===== src/rtl/shape_processor_multi_ctrl_if.sv =====
// Register-bus interface for the shape processor control block:
// write/read strobes, addresses, write data, registered read data and error pulse.
interface shape_processor_multi_ctrl_if #(
  parameter int NUM_CHANNELS = 4
);
  localparam int ADDR_W = $clog2(NUM_CHANNELS + 1);

  logic              write;
  logic [ADDR_W-1:0] write_addr;
  logic [31:0]       write_data;
  logic              read;
  logic [ADDR_W-1:0] read_addr;
  logic [31:0]       read_data;
  logic              error;

  modport master (
    output write, write_addr, write_data, read, read_addr,
    input  read_data, error
  );

  modport slave (
    input  write, write_addr, write_data, read, read_addr,
    output read_data, error
  );
endinterface


===== src/rtl/shape_processor_multi_ctrl.sv =====
// Multi-channel CTRL register file for the shape processor: write validation,
// per-channel START/busy/done sequencing, sticky error STATUS and registered reads.
module shape_processor_multi_ctrl #(
  parameter int NUM_CHANNELS = 4,
  parameter int LATENCY      = 3
) (
  input  logic                          clk,
  input  logic                          rst_n,
  shape_processor_multi_ctrl_if.slave   bus,
  output logic [NUM_CHANNELS-1:0]       busy,
  output logic [NUM_CHANNELS-1:0]       done
);
  localparam int ADDR_W = $clog2(NUM_CHANNELS + 1);
  localparam int CNT_W  = (LATENCY > 1) ? $clog2(LATENCY) : 1;
  localparam logic [ADDR_W-1:0] STATUS_ADDR = ADDR_W'(NUM_CHANNELS);

  localparam logic [2:0] SHAPE_CIRCLE    = 3'd0;
  localparam logic [2:0] SHAPE_RECTANGLE = 3'd1;
  localparam logic [2:0] SHAPE_TRIANGLE  = 3'd2;
  localparam logic [2:0] SHAPE_KEEP      = 3'd7;

  localparam logic [2:0] OP_PERIMETER      = 3'd0;
  localparam logic [2:0] OP_AREA           = 3'd1;
  localparam logic [2:0] OP_IS_SQUARE      = 3'd2;
  localparam logic [2:0] OP_IS_EQUILATERAL = 3'd3;
  localparam logic [2:0] OP_IS_ISOSCELES   = 3'd4;
  localparam logic [2:0] OP_KEEP           = 3'd7;

  typedef enum logic [1:0] {
    CH_IDLE = 2'd0,
    CH_BUSY = 2'd1,
    CH_DONE = 2'd2
  } ch_state_t;

  function automatic logic pair_legal(input logic [2:0] shape, input logic [2:0] op);
    logic ok;
    ok = 1'b0;
    case (op)
      OP_PERIMETER, OP_AREA:               ok = (shape <= SHAPE_TRIANGLE);
      OP_IS_SQUARE:                        ok = (shape == SHAPE_RECTANGLE);
      OP_IS_EQUILATERAL, OP_IS_ISOSCELES:  ok = (shape == SHAPE_TRIANGLE);
      default:                             ok = 1'b0;
    endcase
    return ok;
  endfunction

  logic [NUM_CHANNELS-1:0] busy_vec;
  logic [NUM_CHANNELS-1:0] done_vec;
  logic [NUM_CHANNELS-1:0] sticky_vec;
  logic [NUM_CHANNELS-1:0] reject_vec;
  logic [31:0]             ctrl_rd [NUM_CHANNELS];

  logic        status_wr;
  logic        bad_addr_wr;
  logic        error_reg;
  logic [31:0] read_data_reg;
  logic [31:0] read_data_next;
  logic        unused_wdata;

  assign status_wr    = bus.write && (bus.write_addr == STATUS_ADDR);
  assign bad_addr_wr  = bus.write && (bus.write_addr > STATUS_ADDR);
  assign unused_wdata = ^bus.write_data;

  genvar gi;
  generate
    for (gi = 0; gi < NUM_CHANNELS; gi++) begin : g_chan
      ch_state_t        state_reg, state_next;
      logic [CNT_W-1:0] cnt_reg, cnt_next;
      logic [2:0]       shape_reg, shape_next;
      logic [2:0]       op_reg, op_next;
      logic             sticky_reg, sticky_next;
      logic             wr_sel, wr_ok, accept, reject, sticky_clr;
      logic [2:0]       wr_shape, wr_op, eff_shape, eff_op;

      always_comb begin
        state_next  = state_reg;
        cnt_next    = cnt_reg;
        shape_next  = shape_reg;
        op_next     = op_reg;
        accept      = 1'b0;
        reject      = 1'b0;

        wr_sel     = bus.write && (bus.write_addr == ADDR_W'(gi));
        wr_shape   = bus.write_data[2:0];
        wr_op      = bus.write_data[10:8];
        eff_shape  = (wr_shape == SHAPE_KEEP) ? shape_reg : wr_shape;
        eff_op     = (wr_op == OP_KEEP) ? op_reg : wr_op;
        // The DONE cycle still counts as occupied, so a new write lands only after it.
        wr_ok      = (wr_shape <= SHAPE_TRIANGLE || wr_shape == SHAPE_KEEP) &&
                     (wr_op <= OP_IS_ISOSCELES || wr_op == OP_KEEP) &&
                     (state_reg == CH_IDLE) &&
                     pair_legal(eff_shape, eff_op);

        if (wr_sel) begin
          accept = wr_ok;
          reject = !wr_ok;
        end

        if (accept) begin
          shape_next = eff_shape;
          op_next    = eff_op;
        end

        case (state_reg)
          CH_IDLE: begin
            if (accept && bus.write_data[31]) begin
              state_next = CH_BUSY;
              cnt_next   = CNT_W'(LATENCY - 1);
            end
          end
          CH_BUSY: begin
            if (cnt_reg == '0) begin
              state_next = CH_DONE;
            end else begin
              cnt_next = cnt_reg - 1'b1;
            end
          end
          CH_DONE: state_next = CH_IDLE;
          default: state_next = CH_IDLE;
        endcase

        sticky_clr  = status_wr && bus.write_data[16 + gi];
        sticky_next = (sticky_reg && !sticky_clr) || reject;
      end

      always_ff @(posedge clk or negedge rst_n) begin
        if (!rst_n) begin
          state_reg  <= CH_IDLE;
          cnt_reg    <= '0;
          shape_reg  <= SHAPE_CIRCLE;
          op_reg     <= OP_PERIMETER;
          sticky_reg <= 1'b0;
        end else begin
          state_reg  <= state_next;
          cnt_reg    <= cnt_next;
          shape_reg  <= shape_next;
          op_reg     <= op_next;
          sticky_reg <= sticky_next;
        end
      end

      assign busy_vec[gi]   = (state_reg == CH_BUSY);
      assign done_vec[gi]   = (state_reg == CH_DONE);
      assign sticky_vec[gi] = sticky_reg;
      assign reject_vec[gi] = reject;
      assign ctrl_rd[gi]    = {21'd0, op_reg, 5'd0, shape_reg};
    end
  endgenerate

  // Reads see register contents before any same-cycle write takes effect.
  always_comb begin
    read_data_next = '0;
    if (bus.read_addr == STATUS_ADDR) begin
      read_data_next[NUM_CHANNELS-1:0]  = busy_vec;
      read_data_next[16 +: NUM_CHANNELS] = sticky_vec;
    end else begin
      for (int i = 0; i < NUM_CHANNELS; i++) begin
        if (bus.read_addr == ADDR_W'(i)) begin
          read_data_next = ctrl_rd[i];
        end
      end
    end
  end

  always_ff @(posedge clk or negedge rst_n) begin
    if (!rst_n) begin
      error_reg     <= 1'b0;
      read_data_reg <= '0;
    end else begin
      error_reg <= (|reject_vec) || bad_addr_wr;
      if (bus.read) begin
        read_data_reg <= read_data_next;
      end
    end
  end

  assign bus.read_data = read_data_reg;
  assign bus.error     = error_reg;
  assign busy          = busy_vec;
  assign done          = done_vec;
endmodule

===== src/flat_wrapper.sv =====
// flat-port wrapper written by rule: the top's interface ports become plain ports
module shape_processor_multi_ctrl_flat 
#(
  parameter int NUM_CHANNELS = 4,
  parameter int LATENCY      = 3
)
  (clk, rst_n, busy, done, bus_write, bus_write_addr, bus_write_data, bus_read, bus_read_addr, bus_read_data, bus_error);
  shape_processor_multi_ctrl_if #(.NUM_CHANNELS(NUM_CHANNELS)) bus_i ();
  input  logic clk;
  input  logic rst_n;
  output logic [NUM_CHANNELS-1:0] busy;
  output logic [NUM_CHANNELS-1:0] done;
  input wire logic [$bits(bus_i.write)-1:0] bus_write;
  input wire logic [$bits(bus_i.write_addr)-1:0] bus_write_addr;
  input wire logic [$bits(bus_i.write_data)-1:0] bus_write_data;
  input wire logic [$bits(bus_i.read)-1:0] bus_read;
  input wire logic [$bits(bus_i.read_addr)-1:0] bus_read_addr;
  output wire logic [$bits(bus_i.read_data)-1:0] bus_read_data;
  output wire logic [$bits(bus_i.error)-1:0] bus_error;
  assign bus_i.write = bus_write;
  assign bus_i.write_addr = bus_write_addr;
  assign bus_i.write_data = bus_write_data;
  assign bus_i.read = bus_read;
  assign bus_i.read_addr = bus_read_addr;
  assign bus_read_data = bus_i.read_data;
  assign bus_error = bus_i.error;
  shape_processor_multi_ctrl #(.NUM_CHANNELS(NUM_CHANNELS), .LATENCY(LATENCY)) u_core (.clk(clk), .rst_n(rst_n), .bus(bus_i), .busy(busy), .done(done));
endmodule

===== config.mk =====
export PLATFORM = sky130hd
export DESIGN_NAME = shape_processor_multi_ctrl_flat
export DESIGN_NICKNAME = d
export VERILOG_FILES = /design/src/rtl/shape_processor_multi_ctrl_if.sv /design/src/rtl/shape_processor_multi_ctrl.sv /design/src/flat_wrapper.sv
export SDC_FILE = /design/constraint.sdc
export NUM_CORES = 1
export LEC_CHECK = 0
export CORE_MARGIN = 1
export CORE_UTILIZATION = 45
export CTS_CLUSTER_SIZE = 30
export DETAILED_ROUTE_END_ITERATION = 12
export PLACE_DENSITY_LB_ADDON = 0.25
export SLEW_MARGIN = 20
export SYNTH_ARGS = -nofsm -noshare
export SYNTH_HDL_FRONTEND = slang
export SYNTH_SLANG_ARGS = --single-unit
export TNS_END_PERCENT = 1

===== constraint.sdc =====
create_clock -name clk -period 2.1 [get_ports clk]
set_input_delay 0.63 -clock clk [delete_from_list [all_inputs] [get_ports clk]]
set_output_delay 0.63 -clock clk [all_outputs]
set_load 0.05 [all_outputs]

==> results of run 1 <==
-- final cells by class --
| cell class | count | area [µm²] |
|---|---|---|
| Clock buffer | 7 | 96.3 |
| Fill cell | 622 | 2830 |
| Inverter | 33 | 124 |
| Multi-Input combinational cell | 242 | 1700 |
| Sequential cell | 56 | 1400 |
| Tap cell | 99 | 124 |
| Timing Repair Buffer | 106 | 943 |
-- routing by layer --
layer	track usage	part of all wire
met2	0.364	0.49
met1	0.308	0.45
met3	0.0392	0.047
met4	0.0528	0.010
met5	0	0
-- layout by cell type, fill, tap and decap left out, drive strengths merged, types with 8 or more instances in the layout --
cell / instances
buf: 89
dfrtp: 56
inv: 33
o21ai: 29
nand2: 28
a21oi: 22
conb: 21
clkdlybuf4s50: 14
nor2: 10
nand3: 10
and2: 9
nor2b: 9
clkbuf: 9
nand2b: 8
-- kinds of logic (layout without fill, tap and decap cells) --
kind of cell,Yosys count,in the layout,share of synthesized area
AOI/OAI and AO/OA,101,101,0.206
and+or+nand+nor,100,100,0.167
buffers and inverters,73,146,0.118
DFF,56,56,0.419
muxes,15,15,0.0714
adders and majority gates,4,4,0.0150
other,1,21,0.00112
xor gates and xnor gates,1,1,0.00262
-- stage by stage --
step	cells	cell area (µm²)	util	hold WS, ns
floorplan	371	3450	-	0.334
global placement	531	4210	0.583	0.464
detailed placement	531	4210	0.583	0.462
CTS	539	4360	0.604	0.302
global route	543	4390	0.608	0.312
finish	543	4390	0.608	0.285
-- cells in the mapped netlist, types with 2 or more instances --
cell type   n
dfrtp_1    56
inv_1      33
buf_4      28
nand2_1    28
o21ai_0    26
a21oi_1    22
nor2_1     10
and2_1      9
nand3_1     9
nor2b_1     9
nand2b_1    8
nand3b_1    7
o22a_1      7
clkbuf_1    6
mux4_2      6
a22oi_1     5
nor3_1      5
buf_2       4
ha_1        4
mux2i_1     4
o311ai_0    4
a31oi_1     3
mux2_2      3
o211ai_1    3
o21a_1      3
o21ai_1     3
o22ai_1     3
a211oi_1    2
a21o_1      2
a22o_1      2
a31o_2      2
a32o_1      2
and3_1      2
mux2_4      2
nand4_1     2
nand4b_1    2
o211a_1     2
o221ai_1    2
or2_2       2
-- power groups by stage --
stage	logic, mW	registers, mW	clock network (mW)
6_report	0.786	1.30	0.633
5_1_grt	0.860	1.31	0.695
4_1_cts	0.778	1.29	0.649
3_5_place_dp	0.769	1.31	0
3_3_place_gp	0.754	1.31	0
2_1_floorplan	0.469	1.35	0
-- final timing paths --
path	endpoint	slack, ns	depth (start not counted)
worst min register to register	u_core.g_chan[0].sticky_reg	0.49	2
min in group clk	u_core.g_chan[0].sticky_reg	0.49	2
max in group asynchronous	u_core.g_chan[0].op_reg[1]	1.21	2
worst max-delay path	u_core.g_chan[0].state_reg[0]	0.01	8
worst max register to register	u_core.g_chan[1].shape_reg[0]	0.13	6
worst min-delay path	u_core.bus.read_data[10]	0.28	1
-- critical path, delay by kind of cell --
| kind | cells | cell delay [ns] |
|---|---|---|
| AOI/OAI and AO/OA | 3 | 0.73 |
| buffers and inverters | 3 | 0.56 |
| and+or+nand+nor | 2 | 0.36 |
-- timing repair --
| action | in CTS | in global routing |
|---|---|---|
| buffers inserted | 1 | 4 |
| pin swaps | 8 | 4 |
| resized for setup | 25 | 19 |
| gates cloned | 0 | 0 |
| setup endpoints to repair | 41 | 26 |
==> summary.md, run 1 <==
| Metric | Value |
|---|---|
| Fin Clk Skew | 0.00768 ns |
| Status | complete, no violations |
| Num CTS Buffers | 5 |
| Initial antenna violation count | 0 |
| Post-Syn Area per Cell | 9.54 µm² |
| H-tree levels | 2 |
| Setup crit end kind | flip-flop |
| # rows | 31 |
| Synth area leaders | dfrtp_1, buf_4, mux4_2 |
| Gr ovfl total | 0 |
| Switch share | 0.327 |
| Syn. warnings | 0 |
| VDD IR max | 0.311 mV |
| Dpl hpwl | 6380 µm |
| Crit path required time | 2.30 ns |
| Longest Clk Path Bufs | 2 |
| DR vias | 2896 |
| Initial DRC Count | 138 |
| Clock power frac | 0.233 |
| Pwr Total | 2.72 mW |
| Final Hold Viols | 0 |
| Top FF cell, synth | dfrtp_1 |
| Crit path launch type | input port |
| Pin count of the biggest net entering global routing | 23 |
| Die Wd | 88.2 µm |
| Post-synth top area share | 0.419 |
| Sequential Power Share | 0.478 |
| Worst-path fanout max | 6 |
| # diodes | 0 |
| Total internal power | 1.83 mW |
| Worst slew margin | 0.657 |
| Worst R2R Start | u_core.g_chan[1].op_reg[0] |
| Crit path from | bus_write_data[10] |
| Synth cell types | 58 |
| Clock-pin slew on the worst setup and hold paths | 0.10 ns |
| MaxCap Viol Count | 0 |
| Fmax | 479 MHz |
| GRT Util Overall | 0.222 |
| Synth Cell Area | 3350 µm² |
| Syn Inst Count | 351 |
| Slowest stage cell, crit path | o211a_1 |
| Routed len/inst | 15.1 µm |
| Worst path max stage delay | 0.27 ns |
| Pwr/cell area | 619 nW/µm² |
| Net Switching | 0.889 mW |
| Worst skew pair latency | 0.30 ns |
| Final nets | 490 |
| Fin crit share | 0.995 |
| Ports | 83 |
| Area leader, netlist | dfrtp_1 |
| Leakage | 2.08 nW |
| WP data arrival | 2.29 ns |
| CTS tree | yes |
| Setup ws final | 0.0109 ns |
| Chip Height | 88.2 µm |
| Area growth syn-to-layout | 31.1% |
| Share of cells above drive strength 1 | 0.306 |
| Drt pass-1 iters | 4 |
| Routed vias/inst | 5.33 |
| IO buf count | 40 |
| Synth async-reset ratio | 1.00 |
| Post-layout min period | 2.09 ns |
| Post-Route WL | 8180 µm |
| Global-route wire length before repair | 13300 µm |
| Initial Utilization | 0.464 |
| DRC violations left | 0 |
| Final-report max-slew violation count | 0 |
| Number of flops mapped to enable cells by yosys | 0 |
| RePlAce Congestion | 0.998 |
| Seq/Total Area, Yosys | 0.419 |
| Post-CTS Hold Buffers | 0 |
| Slew @ Worst Pin | 0.515 ns |
| Sum Neg Setup Slack | 0 ns |
| Root Buffer | clkbuf_8 |
| DIE AREA | 7790 µm² |
| Comb power frac | 0.289 |
| Hold Crit Class | input port to async pin |
| CTS sink count | 56 |
| #FFs+latches synth | 56 |
| Cells along the critical path | clkdlybuf4s15_2 -> buf_6 -> and3b_1 -> nand2b_4 -> a32o_1 -> o211a_1 -> buf_4 -> a31o_2 |
| CP Class | input port to flip-flop |
| Number of global-route vias before repair | 2657 |
| DP Worst Slack | -0.735 ns |
| Antenna violation net count after detailed routing | 0 |
| CORE AREA | 7210 µm² |
| Endpoints failing setup | 0 |
Power figures use the tool's default switching activity.
==> run 2: changes to the inputs <==
CORE_ASPECT_RATIO = 0.9   (was not set)
RECOVER_POWER = 25   (was not set)
==> run 2 against run 1 <==
Clock skew grew 0.0054 ns. Hold slack improved by 0.14 ns. Wire length grew 4.8%. Setup slack better by 0.035 ns. Clock-buffer cell count down 1. Total power is 4.9% higher.
==> summary.md, run 2 (same netlist as run 1, synthesis figures left out) <==
| Metric | Value |
|---|---|
| Worst path max stage delay | 0.26 ns |
| Sequential Power Share | 0.457 |
| Area growth syn-to-layout | 34.1% |
| Status | complete, no violations |
| Routed vias/inst | 5.40 |
| Final instance area | 4490 µm² |
| Share of cells above drive strength 1 | 0.331 |
| Number of global-route vias before repair | 2935 |
| Crit path launch type | input port |
| Comb power frac | 0.283 |
| GRT Util Overall | 0.233 |
| Num CTS Buffers | 5 |
| Setup crit end kind | flip-flop |
| DP Worst Slack | -0.742 ns |
| Non-Filler Instances | 546 |
| Reg2reg setup slack | 0.13 ns |
| Worst r2r dst | u_core.g_chan[1].op_reg[1] |
| Routed len/inst | 15.7 µm |
| Placed cell areas | 4220 µm² |
| WP data arrival | 2.27 ns |
| Final nets | 498 |
| Chip Height | 83.8 µm |
| Pin count of the biggest net entering global routing | 41 |
| Pwr/cell area | 635 nW/µm² |
| # diodes | 0 |
| Final-report max-slew violation count | 0 |
| Most common cell after layout, fill and taps aside | buf_4 |
| Worst R2R Start | u_core.g_chan[1].op_reg[0] |
| Crit path required time | 2.31 ns |
| CP Class | input port to flip-flop |
| Hold Crit Class | input port to async pin |
| Setup ws final | 0.0456 ns |
| Fin Clk Skew | 0.0130 ns |
| Slew @ Worst Pin | 0.984 ns |
| CTS sink count | 56 |
| Initial antenna violation count | 0 |
| Clock power frac | 0.261 |
| DR vias | 2949 |
| VDD IR max | 0.286 mV |
| Endpoints failing setup | 0 |
| Total internal power | 1.90 mW |
| Post-Route WL | 8580 µm |
| Worst-path fanout max | 8 |
| CORE AREA | 7110 µm² |
| Gr ovfl total | 0 |
| Global-route wire length before repair | 14000 µm |
| Commonest cells after routing, fill and taps aside | buf_4, dfrtp_1, inv_1, nand2_1 |
| Initial DRC Count | 169 |
| Final Hold Viols | 0 |
| Cell mode on critical path | buf_4 |
| Drt pass-1 iters | 4 |
| # rows | 29 |
| Dpl hpwl | 6460 µm |
| Placed cells | 531 |
| Leakage | 2.14 nW |
| Root Buffer | clkbuf_8 |
| Fmax | 487 MHz |
| Die Wd | 92.9 µm |
| Switch share | 0.333 |
| Fin crit share | 0.978 |
| DIE AREA | 7790 µm² |
| IO buf count | 40 |
| MaxCap Viol Count | 0 |
| CTS tree | yes |
| Initial Utilization | 0.471 |
| Slowest stage cell, crit path | or2_1 |
| Sum Neg Setup Slack | 0 ns |
| Clock-pin slew on the worst setup and hold paths | 0.11 ns |
| Cells along the critical path | clkdlybuf4s15_2 -> buf_4 -> and2_1 -> o221ai_2 -> buf_4 -> nand4b_4 -> or2_1 -> a31o_1 |
| Net Switching | 0.948 mW |
| Antenna violation net count after detailed routing | 0 |
| Worst path bufs/invs | 3 |
| RSZ-0062 raised after global routing | true |
| Longest Clk Path Bufs | 2 |
| Ports | 83 |
| Post-layout min period | 2.05 ns |
| Worst skew pair latency | 0.33 ns |
| RePlAce Congestion | 0.989 |
| H-tree levels | 2 |
| DRC violations left | 0 |
| Worst slew margin | 0.344 |
| Crit path max-delay family | buffers and inverters |
| Worst Reg2Reg Path Length in Cells | 7 |
[run 2: cell count changes in the layout (fill, tap and decap cells not counted), sizes merged]
| cell | change |
|---|---|
| buf | +4 |
| clkbuf | +3 |
| clkdlybuf4s50 | -2 |
| bufinv | +1 |
| dlygate4sd2 | +1 |
| dlymetal6s2s | +1 |
| inv | +1 |
[run 2: final cells by class]
| class | count | area, µm² |
|---|---|---|
| Sequential cell | 56 | 1400 |
| Clock buffer | 6 | 72.6 |
| Inverter | 33 | 124 |
| Multi-Input combinational cell | 242 | 1760 |
| Fill cell | 602 | 2630 |
| Timing Repair Buffer | 114 | 973 |
| Tap cell | 93 | 116 |
| Clock inverter | 2 | 38.8 |
[run 2: worst max path at each step]
stage	slack (ns)	end	cells after the start	from
floorplan	-0.09	u_core.g_chan[1].op_reg[0]	6	bus_write_data[10]
global placement	-0.68	u_core.g_chan[3].op_reg[0]	7	bus_write_data[2]
detailed placement	-0.74	u_core.g_chan[1].cnt_reg[1]	8	bus_write_data[9]
CTS	-0.02	u_core.g_chan[1].cnt_reg[1]	10	bus_write_data[1]
global route	-0.004	u_core.g_chan[2].op_reg[1]	10	bus_write_data[8]
finish	0.05	u_core.g_chan[2].cnt_reg[0]	8	bus_write_data[8]
[run 2: power by group through the flow]
stage / clock network [mW] / logic (mW) / registers [mW]
6_report: 0.743 / 0.805 / 1.30
5_1_grt: 0.793 / 0.878 / 1.32
4_1_cts: 0.755 / 0.790 / 1.30
3_5_place_dp: 0 / 0.768 / 1.32
3_3_place_gp: 0 / 0.747 / 1.31
2_1_floorplan: 0 / 0.469 / 1.35
[run 2: what timing repair did]
| item | in CTS | in global routing |
|---|---|---|
| endpoints found under the hold margin | 0 | 0 |
| setup buffers | 5 | 3 |
| cloned | 0 | 0 |
| pin swaps | 3 | 12 |
| hold buffers | 0 | 0 |
| endpoints found under the setup margin | 41 | 32 |
| gates resized for setup | 35 | 26 |
[run 2: stage by stage]
stage	hold WS, ns	total power, mW	utilization
global route	0.482	2.99	0.631
finish	0.429	2.85	0.631
floorplan	0.334	1.82	-
detailed placement	0.465	2.08	0.594
CTS	0.239	2.84	0.624
global placement	0.468	2.06	0.594
[run 2: layer usage]
layer,wire (µm),vias up,global-route usage
li1,-,1398,-
met1,3780,1447,0.308
met2,4220,88,0.377
met3,420,16,0.0437
met4,159,0,0.0895
met5,0,-,0
